**src/rtl/fl_collector.sv**
```systemverilog
// fl_collector: merges INPUT_COUNT FrameLink streams onto one output with
// frame-atomic round-robin arbitration and a combinational data path.
module fl_collector #(
    parameter int DATA_WIDTH  = 64,
    parameter int DREM_WIDTH  = 3,
    parameter int INPUT_COUNT = 4
) (
    input  logic                              CLK,
    input  logic                              RESET,
    input  logic [INPUT_COUNT*DATA_WIDTH-1:0] RX_DATA,
    input  logic [INPUT_COUNT*DREM_WIDTH-1:0] RX_REM,
    input  logic [INPUT_COUNT-1:0]            RX_SOF_N,
    input  logic [INPUT_COUNT-1:0]            RX_EOF_N,
    input  logic [INPUT_COUNT-1:0]            RX_SOP_N,
    input  logic [INPUT_COUNT-1:0]            RX_EOP_N,
    input  logic [INPUT_COUNT-1:0]            RX_SRC_RDY_N,
    output logic [INPUT_COUNT-1:0]            RX_DST_RDY_N,
    output logic [DATA_WIDTH-1:0]             TX_DATA,
    output logic [DREM_WIDTH-1:0]             TX_REM,
    output logic                              TX_SOF_N,
    output logic                              TX_EOF_N,
    output logic                              TX_SOP_N,
    output logic                              TX_EOP_N,
    output logic                              TX_SRC_RDY_N,
    input  logic                              TX_DST_RDY_N
);
    localparam int GW = $clog2(INPUT_COUNT);
    localparam logic [0:0] S_IDLE   = 1'b0;
    localparam logic [0:0] S_LOCKED = 1'b1;

    logic [0:0]    state_q, state_d;
    logic [GW-1:0] gnt_q, gnt_d, ptr_q, ptr_d;
    logic [GW-1:0] req_port;
    logic          req_hit;
    logic          tx_last;

    // Port index p+k wrapped modulo INPUT_COUNT (works for non-power-of-two counts).
    function automatic logic [GW-1:0] next_port(input logic [GW-1:0] p, input int k);
        int s;
        s = int'(p) + k;
        return GW'(s >= INPUT_COUNT ? s - INPUT_COUNT : s);
    endfunction

    // Scan downwards so the port closest to ptr, in cyclic order, is the one kept.
    always_comb begin
        req_hit  = 1'b0;
        req_port = ptr_q;
        for (int k = INPUT_COUNT - 1; k >= 0; k--) begin
            if (!RX_SRC_RDY_N[next_port(ptr_q, k)]) begin
                req_hit  = 1'b1;
                req_port = next_port(ptr_q, k);
            end
        end
    end

    always_comb begin
        TX_DATA      = '0;
        TX_REM       = '0;
        TX_SOF_N     = 1'b1;
        TX_EOF_N     = 1'b1;
        TX_SOP_N     = 1'b1;
        TX_EOP_N     = 1'b1;
        TX_SRC_RDY_N = 1'b1;
        RX_DST_RDY_N = '1;
        for (int i = 0; i < INPUT_COUNT; i++) begin
            if (state_q == S_LOCKED && gnt_q == GW'(i)) begin
                TX_DATA         = RX_DATA[i*DATA_WIDTH +: DATA_WIDTH];
                TX_REM          = RX_REM[i*DREM_WIDTH +: DREM_WIDTH];
                TX_SOF_N        = RX_SOF_N[i];
                TX_EOF_N        = RX_EOF_N[i];
                TX_SOP_N        = RX_SOP_N[i];
                TX_EOP_N        = RX_EOP_N[i];
                TX_SRC_RDY_N    = RX_SRC_RDY_N[i];
                RX_DST_RDY_N[i] = TX_DST_RDY_N;
            end
        end
    end

    assign tx_last = !TX_SRC_RDY_N && !TX_DST_RDY_N && !TX_EOF_N;

    always_comb begin
        state_d = state_q;
        gnt_d   = gnt_q;
        ptr_d   = ptr_q;
        if (state_q == S_IDLE && req_hit) begin
            state_d = S_LOCKED;
            gnt_d   = req_port;
        end
        if (state_q == S_LOCKED && tx_last) begin
            state_d = S_IDLE;
            ptr_d   = next_port(gnt_q, 1);
        end
    end

    always_ff @(posedge CLK) begin
        if (RESET) begin
            state_q <= S_IDLE;
            gnt_q   <= '0;
            ptr_q   <= '0;
        end else begin
            state_q <= state_d;
            gnt_q   <= gnt_d;
            ptr_q   <= ptr_d;
        end
    end
endmodule

```
**config.mk**
```make
export PLATFORM = sky130hd
export DESIGN_NAME = fl_collector
export DESIGN_NICKNAME = d
export VERILOG_FILES = /design/src/rtl/fl_collector.sv
export SDC_FILE = /design/constraint.sdc
export NUM_CORES = 1
export LEC_CHECK = 0
export CORE_AREA = 8 8 137 139
export DETAILED_ROUTE_END_ITERATION = 10
export DIE_AREA = 0 0 145 147
export GPL_ROUTABILITY_DRIVEN = 0
export GPL_TIMING_DRIVEN = 1
export PLACE_DENSITY_LB_ADDON = 0.1
export SLEW_MARGIN = 0
export SYNTH_ARGS = -nofsm -noshare
export SYNTH_HDL_FRONTEND = slang
export SYNTH_SLANG_ARGS = --single-unit
```
**constraint.sdc**
```tcl
create_clock -name CLK -period 2.8 [get_ports CLK]
set_input_delay 0.7 -clock CLK [delete_from_list [all_inputs] [get_ports CLK]]
set_output_delay 0.7 -clock CLK [all_outputs]
set_load 0.1 [all_outputs]
```
# Word level (Yosys, flattened, before mapping)
# Cells that the tools add are included.
[word_totals]
ff_bits = 5
latchBits = 0
ramBits = 0
rom_bits = 0
inputBits = 291
output_inout_bits = 76
elab_cells = 91
n_memories = 0
[classes]
n_addsub = 9
mul = 0
n_div = 0
n_lt_le_gt_ge = 9
eq_ne = 3
shifts = 0
n_mux = 53
bitwise_logic = 1
n_reduce_logical = 13
[ops]
columns = ["op", "n"]
rows = [
  ["$mux 64", 4],
  ["$mux 1", 32],
  ["$mux 2", 9],
  ["$ge 3x3->1 const B", 4],
  ["$lt 2x3->1 const B", 4],
  ["$mux 3", 4],
  ["$sub 2x1->2 const B", 5],
  ["$bmux 1 s2", 4],
  ["$logic_and 1x1->1", 8],
  ["$add 2x1->3 const B", 2],
  ["$add 2x2->3 const B", 2],
  ["$eq 2x2->1 const B", 2],
  ["$ge 2x3->1 const B", 1],
  ["$logic_not 1->1", 3],
  ["$eq 2x1->1 const B", 1],
  ["$logic_not 2->1", 1],
  ["$reduce_or 2->1", 1],
  ["$not 1->1", 1],
]

# Longest topological paths before layout
[logic_depth]
ltp_word = 11
depth_mapped = 9
ltp_nobuf = 6

# Worst setup path after synthesis
# Ideal clock, no wire load.
[synth_path]
path_type = "flip-flop to output port"
from = "register gnt_q[0]"
to = "output port TX_EOP_N"
arrival_time_ns = 2.890
required_ns = 2.100
slack_ns = -0.790
path_stages_with_launch = 7
path_buffers = 1
cell_sequence = "dfxtp_1 inv_1 ha_1 nand2_1 clkbuf_1 o221ai_1 a31oi_1"
[synth_via]
elab_chain_cells = 6
elab_cells_between_ends = 12
cone_classes = "eq/ne (3); mux (4); reduce/logical (5)"
[synth_rtl]
columns = ["element", "line", "rtl"]
rows = [
  ["start: declaration", "32", "logic [GW-1:0] gnt_q, gnt_d, ptr_q, ptr_d;"],
  ["start signal: assignment", "102", "gnt_q <= gnt_d;"],
  ["$logic_not 2->1", "66", "if (state_q == S_LOCKED && gnt_q == GW'(i)) begin"],
  ["$logic_and 1x1->1", "66", ""],
  ["$mux 1 (3 in series)", "66", ""],
  ["$mux 1 (*)", "66", ""],
  ["end: declaration", "23", "output logic TX_EOP_N,"],
]
# Every way passes the cells marked *; elsewhere a longest branch is shown, timed or not.

# Worst setup path after layout
[layout_path]
from = "register gnt_q[1]"
to = "output port TX_DATA[58]"
[layout_via]
elab_chain_cells = 6
elab_cells_between_ends = 12
cone_classes = "eq/ne (3); mux (4); reduce/logical (5)"
[layout_rtl]
columns = ["element", "line", "rtl"]
rows = [
  ["$logic_not 2->1", "66", ""],
  ["$logic_and 1x1->1", "66", ""],
  ["$mux 64 (3 in series)", "66", ""],
  ["$mux 64 (*)", "66", ""],
  ["end: declaration", "18", "output logic [DATA_WIDTH-1:0] TX_DATA,"],
]
# Marked as above.

==> metrics.md <==
| Metric | Value |
|---|---|
| Status | complete, no violations |
| CP delay by family, top | buffers and inverters |
| Max-slew violation count | 0 |
| Met2 Routed Length | between 10000 and 15000 um |
| Highest Clock Rate | 0.365 GHz |
| Worst-path fanout max | 9 |
| Chain of cells forming the critical path | inv_2 -> ha_4 -> and3b_4 -> buf_12 -> buf_6 -> a221o_1 -> o21ai_1 -> o21ai_4 -> buf_12 |
| Clock Sink Count | 5 |
| Crit end category | primary output |
| DRC marker count from the first detailed-route iteration | between 200 and 250 |
| Data required time at the worst endpoint | 2100 ps |
| Switching power total | 0.00141 W |
| Clock buffers created by TritonCTS | 3 |
| Placed Instance Area | slightly below 0.008 mm^2 |
| Number of antenna violations at the first check in global routing | 1 |
| Die Outline Area | about 0.021 mm^2 |
| Count of endpoints failing hold in the final timing report | 0 |
| Switching share of power | 0.507 |
| Wire length of the first global-routing pass | 30600 um |
| Setup Total Neg Slack | 0 ps |
| Nets | 1046 |
| Area of all placed cells without fillers | approximately 0.0085 mm^2 |
| CP Class | reg2out |
| Fraction of power consumed by combinational cells | 0.886 |
| Synthesized cell area | 0.00241 mm^2 |
| Net count after synthesis | around 690 |
| Flip-flop and latch count after synthesis | 5 |
| Syn Inst Count | 393 |
| Mean cell area of the mapped netlist | slightly above 6 um^2 |
| Startpoint of the worst setup timing path | gnt_q[1] |
| Worst slack after detailed placement | a little under 80 ps |
| Routed vias | ~4.7k |
| Post-route minimum period | 2740 ps |
| PortBufs | approximately 370 |
| Dominant register cell in the synthesized netlist | dfxtp_1 |
| Met3 wire length | 1650 um |
| Layout Area Growth over Synthesis | 250% |
| Slew HR | 0.710 |
| Power per cell area | ~330 mW/mm^2 |
| Pin count of the biggest net entering global routing | 40 |
| Proportion of layout cells with a drive suffix above 1 | 0.333 |
| Post-Route WL | 21600 um |
| Number of hold-repair buffers added at the cts stage | 0 |
| Number of buffers and inverters on the critical path | 4 |
| Antenna Cells | 0 |
| GR Util All Layers | 0.180 |
| Clk pwr share | 0.086 |
| Clock tree from TritonCTS | built |
| Top routing layer in use | met5 |
| Total setup violations reported at the end of the flow | 0 |
| Length of routed wiring on met1 | around 8000 um |
| VDD IR-drop max | 0.161 mV |
| Core Region | roughly 0.017 mm^2 |
| FF-to-FF Start | gnt_q[1] |
| Yosys Warn Count | 0 |
| Part of the cycle the worst path needs | 0.980 |
| Die boundary width | about 150 um |
| Overall overflow remaining after global route | 0 |
| Highest-delay cell along the critical path | dfxtp_4 |
| Sequential cell area fraction in the yosys report | 0.0415 |
| Residual DRC | 0 |
| Power, Total | approximately 0.0028 W |
| Tightest Hold Check Type | reg2reg |
| Source-to-sink clock delay at the later pin of the worst-skew pair | ~230 ps |
| Unique masters post-synth | 35 |
| Leakage power figure | between 2 and 3 nW |
| Setup skew after layout | about 0.7 ps |
| Cell-internal power | approximately 0.0014 W |
| Most frequent CP cell | buf_12 |
| Slack of the critical path | roughly 57 ps |
| Overall die height | between 100 and 150 um |
| Number of violations of the max-capacitance limit | 0 |
| Number of nets with antenna violations after detailed routing | 0 |
| Portion of total power attributed to sequential cells | 0.028 |
| Row cnt | 48 |
| Top cells by area in the synthesized netlist | a221o_1, o21ai_1, nand2_1 |
| Data arrival, critical path | between 2000 and 2500 ps |
| Proportion of netlist area held by the largest area contributor | 0.282 |
| Detailed Place HPWL | between 15000 and 20000 um |
| Delay of the slowest critical-path stage | between 300 and 400 ps |
| Most common library cells after synthesis | o21ai_1, nand2_1, a221o_1, clkbuf_1, buf_2 |
| H-tree levels | 1 |
| Biggest area consumer among synthesized cells | a221o_1 |
| Via count of the first global-routing pass | about 4.9k |
| Initial core utilization | 0.144 |
| CP Launch Type | register |
| Root Buffer Master | clkbuf_16 |
| Via density per instance | between 4 and 5 |
| Ports placed on the boundary | approximately 370 |
| Origin of the worst min-delay path | gnt_q[1] |
| CTS Buffer Depth | 2 |
| Clock transition time at the flip-flop clock pins of the worst setup and hold paths | 30 ps |
| Library cell with the highest instance count after synthesis | o21ai_1 |
| Post-detailed-route wirelength per cell | ~22 um |
| Share of the core filled with cells in the final layout | 0.505 |
| Worst Max-Slew Pin Slew | between 400 and 500 ps |
| Proportion of synthesized flip-flops having asynchronous set or reset | 0 |
| Count of TritonRoute iterations in the first routing pass | 4 |
| Number of flops mapped to enable cells by yosys | 0 |
[timing repair]
item | 4_1_cts | 5_1_grt
setup endpoints to repair | 70 | 71
pin swaps | 0 | 4
resized for setup | 16 | 53
buffers inserted | 0 | 3
cloned | 0 | 7
[sequential cells by signal, indices dropped and copies added (netlist names)]
name and flops:
ptr_q 2, state_q 1, gnt_q 2
[worst register-to-register path: stages (launching register included)]
cell       delay, ps
dfxtp_4          350
inv_2             60
ha_4             160
buf_4            160
nor3b_1          240
o311ai_2         140
buf_4            160
a2111oi_4        430
mux2_4           340
[layout by cell type (no fill, tap or decap), types with 3 or more instances in the layout]
cell,Yosys,final
o21ai_1,134,17
buf_12,0,87
buf_6,4,4
inv_1,5,3
clkbuf_16,0,8
nor2b_1,3,3
nand2_1,80,79
o21ai_2,0,57
nand2b_1,7,7
o21ai_4,0,60
clkdlybuf4s50_1,0,290
nor2_1,7,7
o21ai_0,3,3
dfxtp_1,5,3
buf_4,1,14
a221o_1,68,68
o221ai_1,4,4
[power groups by stage]
stage | combinational, W | sequential [W] | clock [W]
final | 0.00246 | 0.0000782 | 0.000237
after global routing | 0.00254 | 0.0000786 | 0.000248
after CTS | 0.00236 | 0.0000781 | 0.000242
after detailed placement | 0.00234 | 0.0000790 | 0
after global placement | 0.00232 | 0.0000788 | 0
after floorplan | 0.00128 | 0.0000781 | 0
[through the flow]
step           cells  hold slack, ps
6_report         975             490
5_1_grt          975             501
4_1_cts          965             492
3_5_place_dp     961             490
3_3_place_gp     961             485
2_1_floorplan    393             459
[layer usage]
metal	track usage	vias up
li1	-	2241
met1	0.207	2222
met2	0.334	228
met3	0.0388	31
met4	0.0410	2
met5	0	-
[area by class of cell]
type                            instances  area [um^2]
Fill cell                            1535         8300
Timing Repair Buffer                  400         4920
Multi-Input combinational cell        335         3050
Tap cell                              225          282
Sequential cell                         5          108
Clock buffer                            4         78.8
Inverter                                6         22.5
[path summary, 6_finish.rpt]
check | cells after the start | slack (ps) | to
worst max-delay path | 9 | 60 | TX_DATA[58]
worst min-delay path | 2 | 490 | gnt_q[1]
worst max register to register | 8 | 650 | ptr_q[0]
worst min register to register | 2 | 490 | gnt_q[1]
[cells by family after synthesis]
kind of cell	count (synthesis)	synth area share
muxes	2	0.0104
and+or+nand+nor	108	0.192
buffers and inverters	53	0.105
adders and majority gates	4	0.0207
DFF	5	0.0415
AOI/OAI and AO/OA	221	0.631
Note: power is estimated with default switching activity, not from simulation.
